<file path="config.mk">
export PLATFORM = sky130hd
export DESIGN_NAME = const_mem_arbiter
export DESIGN_NICKNAME = d
export VERILOG_FILES = /design/src/rtl/const_mem_arbiter.sv
export SDC_FILE = /design/constraint.sdc
export NUM_CORES = 1
export LEC_CHECK = 0
export ABC_AREA = 1
export CAP_MARGIN = 10
export CORE_ASPECT_RATIO = 0.6
export CORE_MARGIN = 5
export CORE_UTILIZATION = 41
export CTS_BUF_LIST = sky130_fd_sc_hd__clkbuf_8 sky130_fd_sc_hd__clkbuf_16
export DETAILED_ROUTE_END_ITERATION = 8
export GPL_TIMING_DRIVEN = 1
export PLACE_DENSITY_LB_ADDON = 0.08
export SLEW_MARGIN = 20
export SYNTH_ARGS = -nofsm -noshare
export SYNTH_HDL_FRONTEND = slang
export SYNTH_SLANG_ARGS = --single-unit
</file>
<file path="constraint.sdc">
create_clock -name clock -period 2.8 [get_ports clock]
set_input_delay 0.7 -clock clock [delete_from_list [all_inputs] [get_ports clock]]
set_output_delay 0.7 -clock clock [all_outputs]
set_load 0.05 [all_outputs]
</file>
<file path="src/rtl/const_mem_arbiter.sv">
// rtl/const_mem_arbiter.sv - constant-ROM arbiter for three requesters plus write-priority sample-RAM port arbiter
// Optional: define CONST_ARB_ROUND_ROBIN_EN for round-robin ROM arbitration (default fixed priority 0 > 1 > 2).
module const_mem_arbiter #(
   parameter int ADDR_W = 10,
   parameter int DATA_W = 16
) (
   input  logic              clock,
   input  logic              reset,
   input  logic [2:0]        Req_I,
   input  logic [ADDR_W-1:0] Addr0_I,
   input  logic [ADDR_W-1:0] Addr1_I,
   input  logic [ADDR_W-1:0] Addr2_I,
   output logic [2:0]        Grant_O,
   output logic [2:0]        Valid_O,
   output logic [DATA_W-1:0] Data_O,
   output logic              ROM_Enable_O,
   output logic [ADDR_W-1:0] ROM_Address_O,
   input  logic [DATA_W-1:0] ROM_Data_I,
   input  logic              Wr_Req_I,
   input  logic [ADDR_W-1:0] Wr_Addr_I,
   input  logic [DATA_W-1:0] Wr_Data_I,
   output logic              Wr_Grant_O,
   input  logic              Rd_Req_I,
   input  logic [ADDR_W-1:0] Rd_Addr_I,
   output logic              Rd_Grant_O,
   output logic              Rd_Valid_O,
   output logic [DATA_W-1:0] Rd_Data_O,
   output logic [ADDR_W-1:0] RAM_Address_O,
   output logic              RAM_Wen_O,
   output logic [DATA_W-1:0] RAM_Data_O,
   input  logic [DATA_W-1:0] RAM_Data_I
);

   logic [2:0]        grant_d, grant_q, tag1_q, valid_q;
   logic [ADDR_W-1:0] rom_addr_d, rom_addr_q;
   logic [DATA_W-1:0] data_q;
   logic              rom_en_q;
`ifdef CONST_ARB_ROUND_ROBIN_EN
   logic [1:0]        rr_ptr_d, rr_ptr_q;
`endif

   logic              wr_grant_d, rd_grant_d, wr_grant_q, rd_grant_q;
   logic              ram_wen_q, rd_tag1_q, rd_valid_q;
   logic [ADDR_W-1:0] ram_addr_d, ram_addr_q;
   logic [DATA_W-1:0] ram_wdata_d, ram_wdata_q, rd_data_q;

   always_comb begin
      grant_d = 3'b000;
`ifdef CONST_ARB_ROUND_ROBIN_EN
      rr_ptr_d = rr_ptr_q;
      case (rr_ptr_q)
         2'd1:    grant_d = Req_I[1] ? 3'b010 : (Req_I[2] ? 3'b100 : (Req_I[0] ? 3'b001 : 3'b000));
         2'd2:    grant_d = Req_I[2] ? 3'b100 : (Req_I[0] ? 3'b001 : (Req_I[1] ? 3'b010 : 3'b000));
         default: grant_d = Req_I[0] ? 3'b001 : (Req_I[1] ? 3'b010 : (Req_I[2] ? 3'b100 : 3'b000));
      endcase
      // Priority restarts just after the requester that won.
      if (grant_d[0])      rr_ptr_d = 2'd1;
      else if (grant_d[1]) rr_ptr_d = 2'd2;
      else if (grant_d[2]) rr_ptr_d = 2'd0;
`else
      grant_d = Req_I[0] ? 3'b001 : (Req_I[1] ? 3'b010 : (Req_I[2] ? 3'b100 : 3'b000));
`endif
      rom_addr_d = rom_addr_q;
      if (grant_d[0])      rom_addr_d = Addr0_I;
      else if (grant_d[1]) rom_addr_d = Addr1_I;
      else if (grant_d[2]) rom_addr_d = Addr2_I;
   end

   // A read losing to a write is not latched; the requester keeps Rd_Req_I up until granted.
   always_comb begin
      wr_grant_d  = Wr_Req_I;
      rd_grant_d  = Rd_Req_I & ~Wr_Req_I;
      ram_addr_d  = ram_addr_q;
      ram_wdata_d = ram_wdata_q;
      if (wr_grant_d) begin
         ram_addr_d  = Wr_Addr_I;
         ram_wdata_d = Wr_Data_I;
      end else if (rd_grant_d) begin
         ram_addr_d  = Rd_Addr_I;
      end
   end

   always_ff @(posedge clock) begin
      if (reset) begin
         grant_q     <= '0;
         tag1_q      <= '0;
         valid_q     <= '0;
         rom_en_q    <= 1'b0;
         rom_addr_q  <= '0;
         data_q      <= '0;
`ifdef CONST_ARB_ROUND_ROBIN_EN
         rr_ptr_q    <= 2'd0;
`endif
         wr_grant_q  <= 1'b0;
         rd_grant_q  <= 1'b0;
         ram_wen_q   <= 1'b0;
         ram_addr_q  <= '0;
         ram_wdata_q <= '0;
         rd_tag1_q   <= 1'b0;
         rd_valid_q  <= 1'b0;
         rd_data_q   <= '0;
      end else begin
         grant_q     <= grant_d;
         rom_en_q    <= |grant_d;
         rom_addr_q  <= rom_addr_d;
         tag1_q      <= grant_q;
         valid_q     <= tag1_q;
         if (|tag1_q) data_q <= ROM_Data_I;
`ifdef CONST_ARB_ROUND_ROBIN_EN
         rr_ptr_q    <= rr_ptr_d;
`endif
         wr_grant_q  <= wr_grant_d;
         rd_grant_q  <= rd_grant_d;
         ram_wen_q   <= wr_grant_d;
         ram_addr_q  <= ram_addr_d;
         ram_wdata_q <= ram_wdata_d;
         rd_tag1_q   <= rd_grant_q;
         rd_valid_q  <= rd_tag1_q;
         if (rd_tag1_q) rd_data_q <= RAM_Data_I;
      end
   end

   assign Grant_O       = grant_q;
   assign Valid_O       = valid_q;
   assign Data_O        = data_q;
   assign ROM_Enable_O  = rom_en_q;
   assign ROM_Address_O = rom_addr_q;
   assign Wr_Grant_O    = wr_grant_q;
   assign Rd_Grant_O    = rd_grant_q;
   assign Rd_Valid_O    = rd_valid_q;
   assign Rd_Data_O     = rd_data_q;
   assign RAM_Address_O = ram_addr_q;
   assign RAM_Wen_O     = ram_wen_q;
   assign RAM_Data_O    = ram_wdata_q;

endmodule

</file>
==> summary.md <==
| Metric | Value |
|---|---|
| Max stage delay on crit path | 0.83 ns |
| Area contributors post-synth | dfxtp_1 52%, nor2_1 15%, nand2_1 9.5%, o21ai_0 7.4%, nand3_1 4.7% |
| Slowest stage cell, crit path | clkdlybuf4s50_1 |
| Mapped cell area | 3170 µm² |
| WP buf/inv | 1 |
| Metal-1 WL | 4.28 mm |
| Pleak | 2.33 nW |
| Vias in the first global route | 3355 |
| Nets | 713 |
| Largest net degree at the start of global routing | 37 |
| H-tree Lvls | 3 |
| First-pass GRT wire length | 16.2 mm |
| Design area | 5330 µm² |
| DRT antenna net count | 0 |
| Placer Congestion | 0.823 |
| # diodes | 0 |
| WS Path Type | reg -> out |
| VDD IR max | 384 µV |
| Clock Skew | 0.00524 ns |
| Sink Count | 82 |
| WL met3 | 1.10 mm |
| Syn_area_per_cell | 7.34 µm² |
| Post-synth EDFFs | 0 |
| GRT overflow | 0 |
| First-pass DRT Iterations | 4 |
| Port Buffers | 183 |
| Synth cell types | 19 |
| Status | complete, no violations |
| Buffer count from post-CTS setup fixing | 0 |
| Post-synth top area cell | dfxtp_1 |
| Crit end category | output pin |
| Cells after Synth | 432 |
| Core ar. | 7390 µm² |
| CTS tree | built |
| # hold bufs at CTS | 0 |
| Syn Nets | 537 |
| Ports | 184 |
| Clk Latency, worst-skew pair | 0.34 ns |
| Starting DRT DRC Count | 187 |
| Maximum clock rate | 450 MHz |
| Critical-path cell list | clkdlybuf4s50_1 |
| Final hold vios | 0 |
| Drt wl/cell | 14.4 µm |
| CTS Root Buffer Type | clkbuf_16 |
| Routed vias | 3405 |
| Fin cells | 717 |
| Worst slew margin | 63.1% |
| Min Tclk post-route | 2.22 ns |
| Final setup violating endpoints | 0 |
| Die width | 124 µm |
| R2R setup slack | 1.56 ns |
| FP Rows | 24 |
| WHS | 0.414 ns |
| Top cell type's share of synthesized area | 51.8% |
| Dpl cells | 701 |
| Share of synthesized area occupied by flip-flops and latches | 51.8% |
| Final HPWL DP | 7.81 mm |
| Top Layer Used | met4 |
| Total power | 3.11 mW |
| WP data required | 2.10 ns |
| Setup TNS Final | 0 ns |
| Die Y | 78.1 µm |
| Wire length on met2 | 4.73 mm |
| WL final | 10.3 mm |
| Data arrival, critical path | 1.52 ns |
| Tot GR Track Use | 21.2% |
| Die area | 9650 µm² |
| Ys Warns | 0 |
| CP Max Fanout | 2 |
| Ratio of cells with drive above 1 in the final layout | 5.38% |
| Post-synth ARST share | 0% |
| Max Cap Viol | 0 |
| Pwr Density | 584 nW/µm² |
| Final worst path period share | 79.4% |
| Slew Limit Fails | 0 |
| CTS buffer count | 9 |
| CP startpoint kind | flop |
| Cell with the most instances after synthesis | nor2_1 |
| Top cell family by delay on the critical path | buffers and inverters |
| #FFs+latches synth | 82 |
| DRC | 0 |
| Initial core utilization | 42.9% |
| Initial antenna violation count | 0 |
| Fillers | 580 |
| Area after DPL | 5050 µm² |
| Worst slew pin tran | 0.552 ns |
| Clk buf depth | 2 |
| Area Overhead vs Synth | 68.2% |
| Worst-path clk slew | 0.06 ns |
| RSZ-0062 raised after global routing | false |
| CTS resizes | 0 |
| Vias per cell | 4.75 |
| Top FF cell, synth | dfxtp_1 |
| Top cells by count, synth | 128 x nor2_1, 82 x dfxtp_1, 80 x nand2_1 |
| Tightest Hold Check Type | reg -> reg |
placed cells by master (no fill, tap or decap):
cell type        synthesis  layout
clkinv_4                 0       2
inv_2                    5       5
nor2_2                   2       2
inv_6                    0       3
clkbuf_8                 0       1
inv_1                   17      17
buf_12                   0       1
a21oi_1                  1       1
nor4_1                   1       1
nand3_1                 30      30
o21ai_0                 47      47
nor3b_2                  1       1
dfxtp_1                 82      82
buf_4                    4       6
nand2_2                  2       2
clkinv_2                 0       1
nor2_1                 128     128
nand2_1                 80      80
o21ai_1                  1       1
clkdlybuf4s50_1          0     183
nand3b_1                10      10
clkbuf_16                0       9
registers in the layout, summed over array words and instances, names as in the netlist:
register       cells
Data_O            16
Grant_O            3
RAM_Address_O     10
RAM_Data_O        16
RAM_Wen_O          1
ROM_Address_O     10
ROM_Enable_O       1
Rd_Data_O         16
Rd_Grant_O         1
Rd_Valid_O         1
Valid_O            3
rd_tag1_q          1
tag1_q             3
power by group:
| group | internal, mW | switching [mW] | leakage (nW) | total (mW) |
|---|---|---|---|---|
| registers | 1.24 | 0.0361 | 0.676 | 1.27 |
| logic | 0.300 | 0.420 | 1.51 | 0.720 |
| clock network | 0.635 | 0.485 | 0.144 | 1.12 |
through the flow:
step / utilization, % / worst slack [ns]
floorplan: - / 1.21
global placement: 68.3 / 0.630
detailed placement: 68.3 / 0.548
CTS: 72.2 / 0.562
global route: 72.2 / 0.517
finish: 72.2 / 0.577
per-layer routing:
layer / up-vias / track usage, %
met5: - / 0
met4: 0 / 7.85
met3: 17 / 9.05
met2: 144 / 34.5
met1: 1536 / 24.9
li1: 1708 / -
cell type report:
| type | count | area (µm²) | area share [%] |
|---|---|---|---|
| clock buffers | 10 | 239 | 4.48 |
| flip-flops and latches | 82 | 1640 | 30.8 |
| repair buffers | 190 | 1900 | 35.6 |
| clock inverters | 6 | 48.8 | 0.915 |
| inverters | 22 | 82.6 | 1.55 |
| multi-input cells | 303 | 1290 | 24.3 |
| well taps | 104 | 130 | 2.44 |
path summary, 6_finish.rpt:
kind	end	from	cells past startpoint
min	tag1_q[0]$_SDFF_PP0_	Grant_O[0]$_SDFF_PP0_	2
max	RAM_Address_O[2]	RAM_Address_O[2]$_SDFFE_PP0P_	1
max reg2reg	Rd_Data_O[4]$_SDFFE_PP0P_	rd_tag1_q$_SDFF_PP0_	3
min reg2reg	tag1_q[0]$_SDFF_PP0_	Grant_O[0]$_SDFF_PP0_	2
cells by family (layout without fill, tap and decap cells):
group                  count (synthesis)  in the layout  synth area share (%)
buffers and inverters                 47            228                  7.38
flip-flops                            82             82                  51.8
AND/OR/NAND/NOR                      254            254                  33.1
AO/OA/AOI/OAI                         49             49                  7.73
No activity file was read; power rests on OpenSTA's default activity.
